**config.mk**
```make
export PLATFORM = sky130hd
export DESIGN_NAME = wb_arbiter
export DESIGN_NICKNAME = d
export VERILOG_FILES = /design/src/rtl/wb_arbiter.sv
export SDC_FILE = /design/constraint.sdc
export NUM_CORES = 1
export LEC_CHECK = 0
export BUFFER_PORTS_ARGS = -buffer_cell sky130_fd_sc_hd__buf_2
export CAP_MARGIN = 15
export CORE_UTILIZATION = 30
export CTS_BUF_LIST = sky130_fd_sc_hd__clkbuf_16
export DETAILED_ROUTE_END_ITERATION = 8
export PLACE_DENSITY_LB_ADDON = 0.3
export SYNTH_ARGS = -nofsm -noshare
export SYNTH_HDL_FRONTEND = slang
export SYNTH_SLANG_ARGS = --single-unit
export TNS_END_PERCENT = 50
```
**constraint.sdc**
```tcl
create_clock -name clk -period 4.15 [get_ports clk]
set_input_delay 0.2075 -clock clk [delete_from_list [all_inputs] [get_ports clk]]
set_output_delay 0.2075 -clock clk [all_outputs]
set_load 0.02 [all_outputs]
```
**src/rtl/wb_arbiter.sv**
```systemverilog
// Register-file write-back arbiter: merges ALU results with queued load results.
// Optional combinational write-forwarding to decode is enabled by defining WB_BYPASS_EN.

// Load-result queue: power-of-two ring buffer holding {addr, data} entries.
// Latency: a pushed entry is visible at the head the cycle after the push.
// Backpressure: caller must not push when count == DEPTH or pop when count == 0.
module wb_lq_fifo #(
  parameter int WIDTH = 37,
  parameter int DEPTH = 4
) (
  input  logic                     clk,
  input  logic                     rst,
  input  logic                     push,
  input  logic [WIDTH-1:0]         push_dat,
  input  logic                     pop,
  output logic [WIDTH-1:0]         head_dat,
  output logic [$clog2(DEPTH):0]   count
);
  localparam int PTR_W = $clog2(DEPTH);

  logic [WIDTH-1:0] mem [DEPTH];
  logic [PTR_W-1:0] wr_ptr;
  logic [PTR_W-1:0] rd_ptr;

  // Storage is deliberately left out of reset; only the pointers define validity.
  always_ff @(posedge clk) begin
    if (push) begin
      mem[wr_ptr] <= push_dat;
    end
  end

  always_ff @(posedge clk) begin
    if (rst) begin
      wr_ptr <= '0;
      rd_ptr <= '0;
      count  <= '0;
    end else begin
      if (push) wr_ptr <= wr_ptr + 1'b1;
      if (pop)  rd_ptr <= rd_ptr + 1'b1;
      case ({push, pop})
        2'b10:   count <= count + 1'b1;
        2'b01:   count <= count - 1'b1;
        default: count <= count;
      endcase
    end
  end

  assign head_dat = mem[rd_ptr];
endmodule

// Single write-port arbiter: AluStall forced drain > ALU > queued load.
// Latency: grant in cycle N drives WriteEnable/WriteAddr/WriteData in N+1.
// Backpressure: LdReady from registered queue count; AluStall holds off the ALU.
module wb_arbiter #(
  parameter int DATA_W     = 32,
  parameter int ADDR_W     = 5,
  parameter int LQ_DEPTH   = 4,
  parameter int STARVE_MAX = 8
) (
  input  logic                        clk,
  input  logic                        rst,
  input  logic                        AluValid,
  input  logic [ADDR_W-1:0]           AluAddr,
  input  logic [DATA_W-1:0]           AluData,
  output logic                        AluStall,
  input  logic                        LdValid,
  output logic                        LdReady,
  input  logic [ADDR_W-1:0]           LdAddr,
  input  logic [DATA_W-1:0]           LdData,
  output logic                        WriteEnable,
  output logic [ADDR_W-1:0]           WriteAddr,
  output logic [DATA_W-1:0]           WriteData,
`ifdef WB_BYPASS_EN
  input  logic [ADDR_W-1:0]           ReadAddr1,
  input  logic [ADDR_W-1:0]           ReadAddr2,
  input  logic [DATA_W-1:0]           RfData1,
  input  logic [DATA_W-1:0]           RfData2,
  output logic [DATA_W-1:0]           FwdData1,
  output logic [DATA_W-1:0]           FwdData2,
`endif
  output logic [$clog2(LQ_DEPTH):0]   QueueCount,
  output logic                        Error
);
  localparam int CNT_W = $clog2(LQ_DEPTH) + 1;
  localparam int ST_W  = $clog2(STARVE_MAX + 1);

  typedef struct packed {
    logic [ADDR_W-1:0] addr;
    logic [DATA_W-1:0] data;
  } wb_ent_t;

  wb_ent_t          ld_ent;
  wb_ent_t          lq_head;
  wb_ent_t          grant_ent;
  logic [CNT_W-1:0] lq_count;
  logic             lq_empty;
  logic             push;
  logic             pop;
  logic             alu_grant;
  logic             grant_vld;
  logic [ST_W-1:0]  starve_cnt;
  logic [ST_W-1:0]  starve_nxt;
  logic             stall_q;
  logic             stall_nxt;

  assign ld_ent   = '{addr: LdAddr, data: LdData};
  assign LdReady  = (lq_count != CNT_W'(LQ_DEPTH));
  assign push     = LdValid && LdReady;
  assign lq_empty = (lq_count == '0);

  wb_lq_fifo #(
    .WIDTH (ADDR_W + DATA_W),
    .DEPTH (LQ_DEPTH)
  ) u_lq (
    .clk      (clk),
    .rst      (rst),
    .push     (push),
    .push_dat (ld_ent),
    .pop      (pop),
    .head_dat (lq_head),
    .count    (lq_count)
  );

  // An ALU result offered during the stall cycle gets no grant (it is dropped).
  always_comb begin
    pop       = 1'b0;
    alu_grant = 1'b0;
    grant_vld = 1'b0;
    grant_ent = lq_head;
    if (stall_q && !lq_empty) begin
      pop       = 1'b1;
      grant_vld = 1'b1;
    end else if (AluValid && !stall_q) begin
      alu_grant = 1'b1;
      grant_vld = 1'b1;
      grant_ent = '{addr: AluAddr, data: AluData};
    end else if (!lq_empty) begin
      pop       = 1'b1;
      grant_vld = 1'b1;
    end
  end

  // Reaching STARVE_MAX ALU grants raises the stall for the following cycle.
  always_comb begin
    starve_nxt = starve_cnt;
    stall_nxt  = 1'b0;
    if (lq_empty || pop) begin
      starve_nxt = '0;
    end else if (alu_grant) begin
      if (starve_cnt == ST_W'(STARVE_MAX - 1)) begin
        stall_nxt  = 1'b1;
        starve_nxt = '0;
      end else begin
        starve_nxt = starve_cnt + 1'b1;
      end
    end
  end

  always_ff @(posedge clk) begin
    if (rst) begin
      starve_cnt  <= '0;
      stall_q     <= 1'b0;
      WriteEnable <= 1'b0;
      WriteAddr   <= '0;
      WriteData   <= '0;
      Error       <= 1'b0;
    end else begin
      starve_cnt  <= starve_nxt;
      stall_q     <= stall_nxt;
      WriteEnable <= grant_vld && (grant_ent.addr != '0);
      if (grant_vld && (grant_ent.addr != '0)) begin
        WriteAddr <= grant_ent.addr;
        WriteData <= grant_ent.data;
      end
      if (AluValid && stall_q) begin
        Error <= 1'b1;
      end
    end
  end

  assign AluStall   = stall_q;
  assign QueueCount = lq_count;

`ifdef WB_BYPASS_EN
  // Covers the write that the register file has not committed yet.
  assign FwdData1 = (WriteEnable && (WriteAddr == ReadAddr1) && (ReadAddr1 != '0)) ? WriteData : RfData1;
  assign FwdData2 = (WriteEnable && (WriteAddr == ReadAddr2) && (ReadAddr2 != '0)) ? WriteData : RfData2;
`endif

  a_stall_nonempty: assert property (@(posedge clk) disable iff (rst) stall_q |-> !lq_empty);
  a_count_bound:    assert property (@(posedge clk) disable iff (rst) lq_count <= CNT_W'(LQ_DEPTH));
endmodule

```
==> metrics <==
status=finished, violations left; violated checks=DRC; post-placement setup slack=883 ps; GRT overflow=0; Crit Path Class=reg2reg; port bufs=121; max cap viols=0; vias per cell=4.70; Max Slew Vio Count=0; Yosys reg bits=201; r2r setup slk=950 ps; crit start category=flip-flop; core area=approximately 0.026 mm^2; Routed wire per std cell=19.1 um; Initial DRT Pass Iterations=7; Hold Path Origin=AluData[27]; r2r worst-path depth=6; Routed Antenna Nets=0; unrepaired setup endpoints after global routing=false; register area=0.00551 mm^2; crit path DAT=3540 ps; Psw=1.83 mW; CTS H-tree lvls=1; die height=~170 um; Final TNS setup=0 ps; Netlist cell types=36; period utilisation layout=0.771; CTS tree=done; drt total wl=19500 um; placed insts=946; cell count after synthesis=516; Worst VDD drop=270 uV; Leakage=3.73 nW; number of DRC markers in iteration 0=272; worst skew pair latency=490 ps; CP max FO=26; DRC Markers=10; area of the multi-input gates=0.00227 mm^2; vias in the first global route=5132; final hold slack=~120 ps; DIE AREA=0.0278 mm^2; nets=between 700 and 800; Max-slew headroom=0.253; area grow syn2layout=23.4%; Clk pin slew, worst setup/hold paths=about 60 ps; Die Wd=between 150 and 200 um; Rows=between 50 and 60; hpwl dp=~13000 um; Setup Viol. Count Final=0; layout cells sized above 1=0.340; Initial Utilization=0.309; sw frac=0.304; warnings from Yosys=0; first-pass GRT wire length=30300 um; CTS root buf=clkbuf_16; Overall Global Routing Usage=0.143; initial antenna violation count=0; fmax=313 MHz; sequential share of the synthesized area=0.677; register share of total power=0.451; Slew @ Worst Pin=1120 ps; final setup margin=950 ps; Util after Layout=0.381; antenna cell count=0; # fillers=2481; Final min period=3200 ps; Avg Synthesized Cell Area=15.8 um^2; Hold Path Class=in2reg; Layout Skew=10.2 ps; Post-CTS Resized=0; TritonCTS Sinks=201; Crit. End Element=flip-flop; required time of the critical path=4490 ps; Hold EP=WriteData[27]; CTS buffer count=21; Synth Net Count=601; DR vias=4795; Final Hold Fails=0; clock power share=0.288; gp weighted congestion=between 0.7 and 0.8; hold path depth=4; I/O Pins=122; Netlist Area Pre-Place=0.00813 mm^2; Cell Pwr Density=roughly 600 mW/mm^2; clk buf depth=3; largest net degree at the start of global routing=38; reg2reg end=WriteData[2]; Post-CTS Setup Bufs=0; Power Internal=between 4 and 5 mW; Gate power share=0.261; Finished Layout Cells=1021
metal layers:
metal,track usage,part of all wire,wire [um],up-vias
met2,0.248,0.50,9760,108
met3,0.0271,0.051,989,24
met5,0,0,0,-
met1,0.185,0.43,8400,2406
li1,-,-,-,2257
met4,0.0314,0.016,319,0
placed cells by master (no fill, tap or decap), drive strengths merged, types with 3 or more instances in the layout:
cell type	n
clkinv	5
mux4	37
or3	3
mux2	4
dfxtp	53
xor2	3
ha	6
a21oi	6
and3	36
clkbuf	22
nor2	15
a221oi	35
edfxtp	148
xnor2	3
buf	127
dlygate4sd3	38
inv	53
nand2	73
repair_timing:
action | 4_1_cts | 5_1_grt
endpoints found under the hold margin | 149 | 0
hold buffers | 38 | 0
endpoints found under the setup margin | 0 | 0
critical path, stage by stage (launching register included):
cell,delay [ps]
dfxtp_4,720
mux4_2,570
mux2_2,310
nor4_4,400
a21o_2,430
buf_4,460
a221oi_2,140
area by class of cell:
type                    instances  area share
clock inverters                15     0.00823
multi-input cells             239       0.226
clock buffers                  22      0.0549
flip-flops and latches        201       0.549
repair buffers                165       0.103
inverters                      44      0.0165
well taps                     335      0.0418
cells by family after synthesis:
kind of cell,count (synthesis),synth area share
flip-flops,201,0.677
AND/OR/NAND/NOR,138,0.0814
multiplexers,42,0.109
buffers and inverters,76,0.0456
adder cells (fa/ha/maj),7,0.0117
AO/OA/AOI/OAI,46,0.0685
XOR/XNOR,6,0.00646
synth_stat cells:
| library cell | n | area share |
|---|---|---|
| nand2_4 | 1 | 0.0014 |
| nor4_4 | 1 | 0.0026 |
| a21oi_1 | 6 | 0.0037 |
| nor4_1 | 1 | 0.00077 |
| buf_6 | 5 | 0.0069 |
| buf_2 | 3 | 0.0018 |
| o21ai_0 | 2 | 0.0012 |
| xnor2_1 | 3 | 0.0032 |
| nor2b_1 | 1 | 0.00077 |
| a221oi_1 | 5 | 0.0054 |
| nand2b_1 | 1 | 0.00077 |
| nor3_1 | 1 | 0.00061 |
| or2_2 | 1 | 0.00077 |
| a221oi_2 | 30 | 0.055 |
| xor2_1 | 3 | 0.0032 |
| a311oi_1 | 1 | 0.0011 |
| a21o_1 | 1 | 0.00092 |
| mux2_2 | 4 | 0.0055 |
| and2_1 | 2 | 0.0015 |
| inv_1 | 44 | 0.020 |
| mux4_2 | 37 | 0.10 |
| or3_1 | 3 | 0.0023 |
| a31oi_1 | 1 | 0.00077 |
| ha_1 | 6 | 0.0092 |
| buf_8 | 1 | 0.0018 |
| nand3_1 | 2 | 0.0012 |
| nor2_1 | 15 | 0.0069 |
| buf_12 | 2 | 0.0049 |
| edfxtp_1 | 148 | 0.55 |
| and3_1 | 36 | 0.028 |
| nand2_1 | 72 | 0.033 |
| clkbuf_1 | 21 | 0.0097 |
| fa_1 | 1 | 0.0025 |
| nand4_1 | 1 | 0.00077 |
| dfxtp_1 | 53 | 0.13 |
| mux2i_1 | 1 | 0.0012 |
how the worst max path moves through the flow:
stage	end	slack, ps	start
final	WriteData[2]	950	flip-flop
after global routing	WriteData[2]	740	flip-flop
after CTS	WriteData[2]	870	flip-flop
after detailed placement	WriteData[2]	880	flip-flop
after global placement	WriteData[5]	950	flip-flop
after floorplan	u_lq.count[2]	1810	u_lq.count[2]
registers in the layout (all words and copies together), names as in the netlist, named ones only:
| name | cells |
|---|---|
| AluStall | 1 |
| Error | 1 |
| WriteAddr | 5 |
| WriteData | 32 |
| WriteEnable | 1 |
| starve_cnt | 4 |
| u_lq.count | 3 |
| u_lq.mem | 148 |
| u_lq.rd_ptr | 2 |
| u_lq.wr_ptr | 2 |
power by group through the flow:
stage                     combinational [mW]  sequential, mW  clock (mW)
final                                   1.58            2.72        1.73
after global routing                    1.72            2.77        1.86
after CTS                               1.60            2.73        1.78
after detailed placement                1.57            2.77           0
after global placement                  1.54            2.75           0
after floorplan                         1.08            2.80           0
stage by stage:
step	cell area, um^2	total power [mW]
2_1_floorplan	8130	3.88
3_3_place_gp	9020	4.29
3_5_place_dp	9020	4.34
4_1_cts	10000	6.11
5_1_grt	10000	6.34
6_report	10000	6.02
Note: power is estimated with default switching activity, not from simulation.
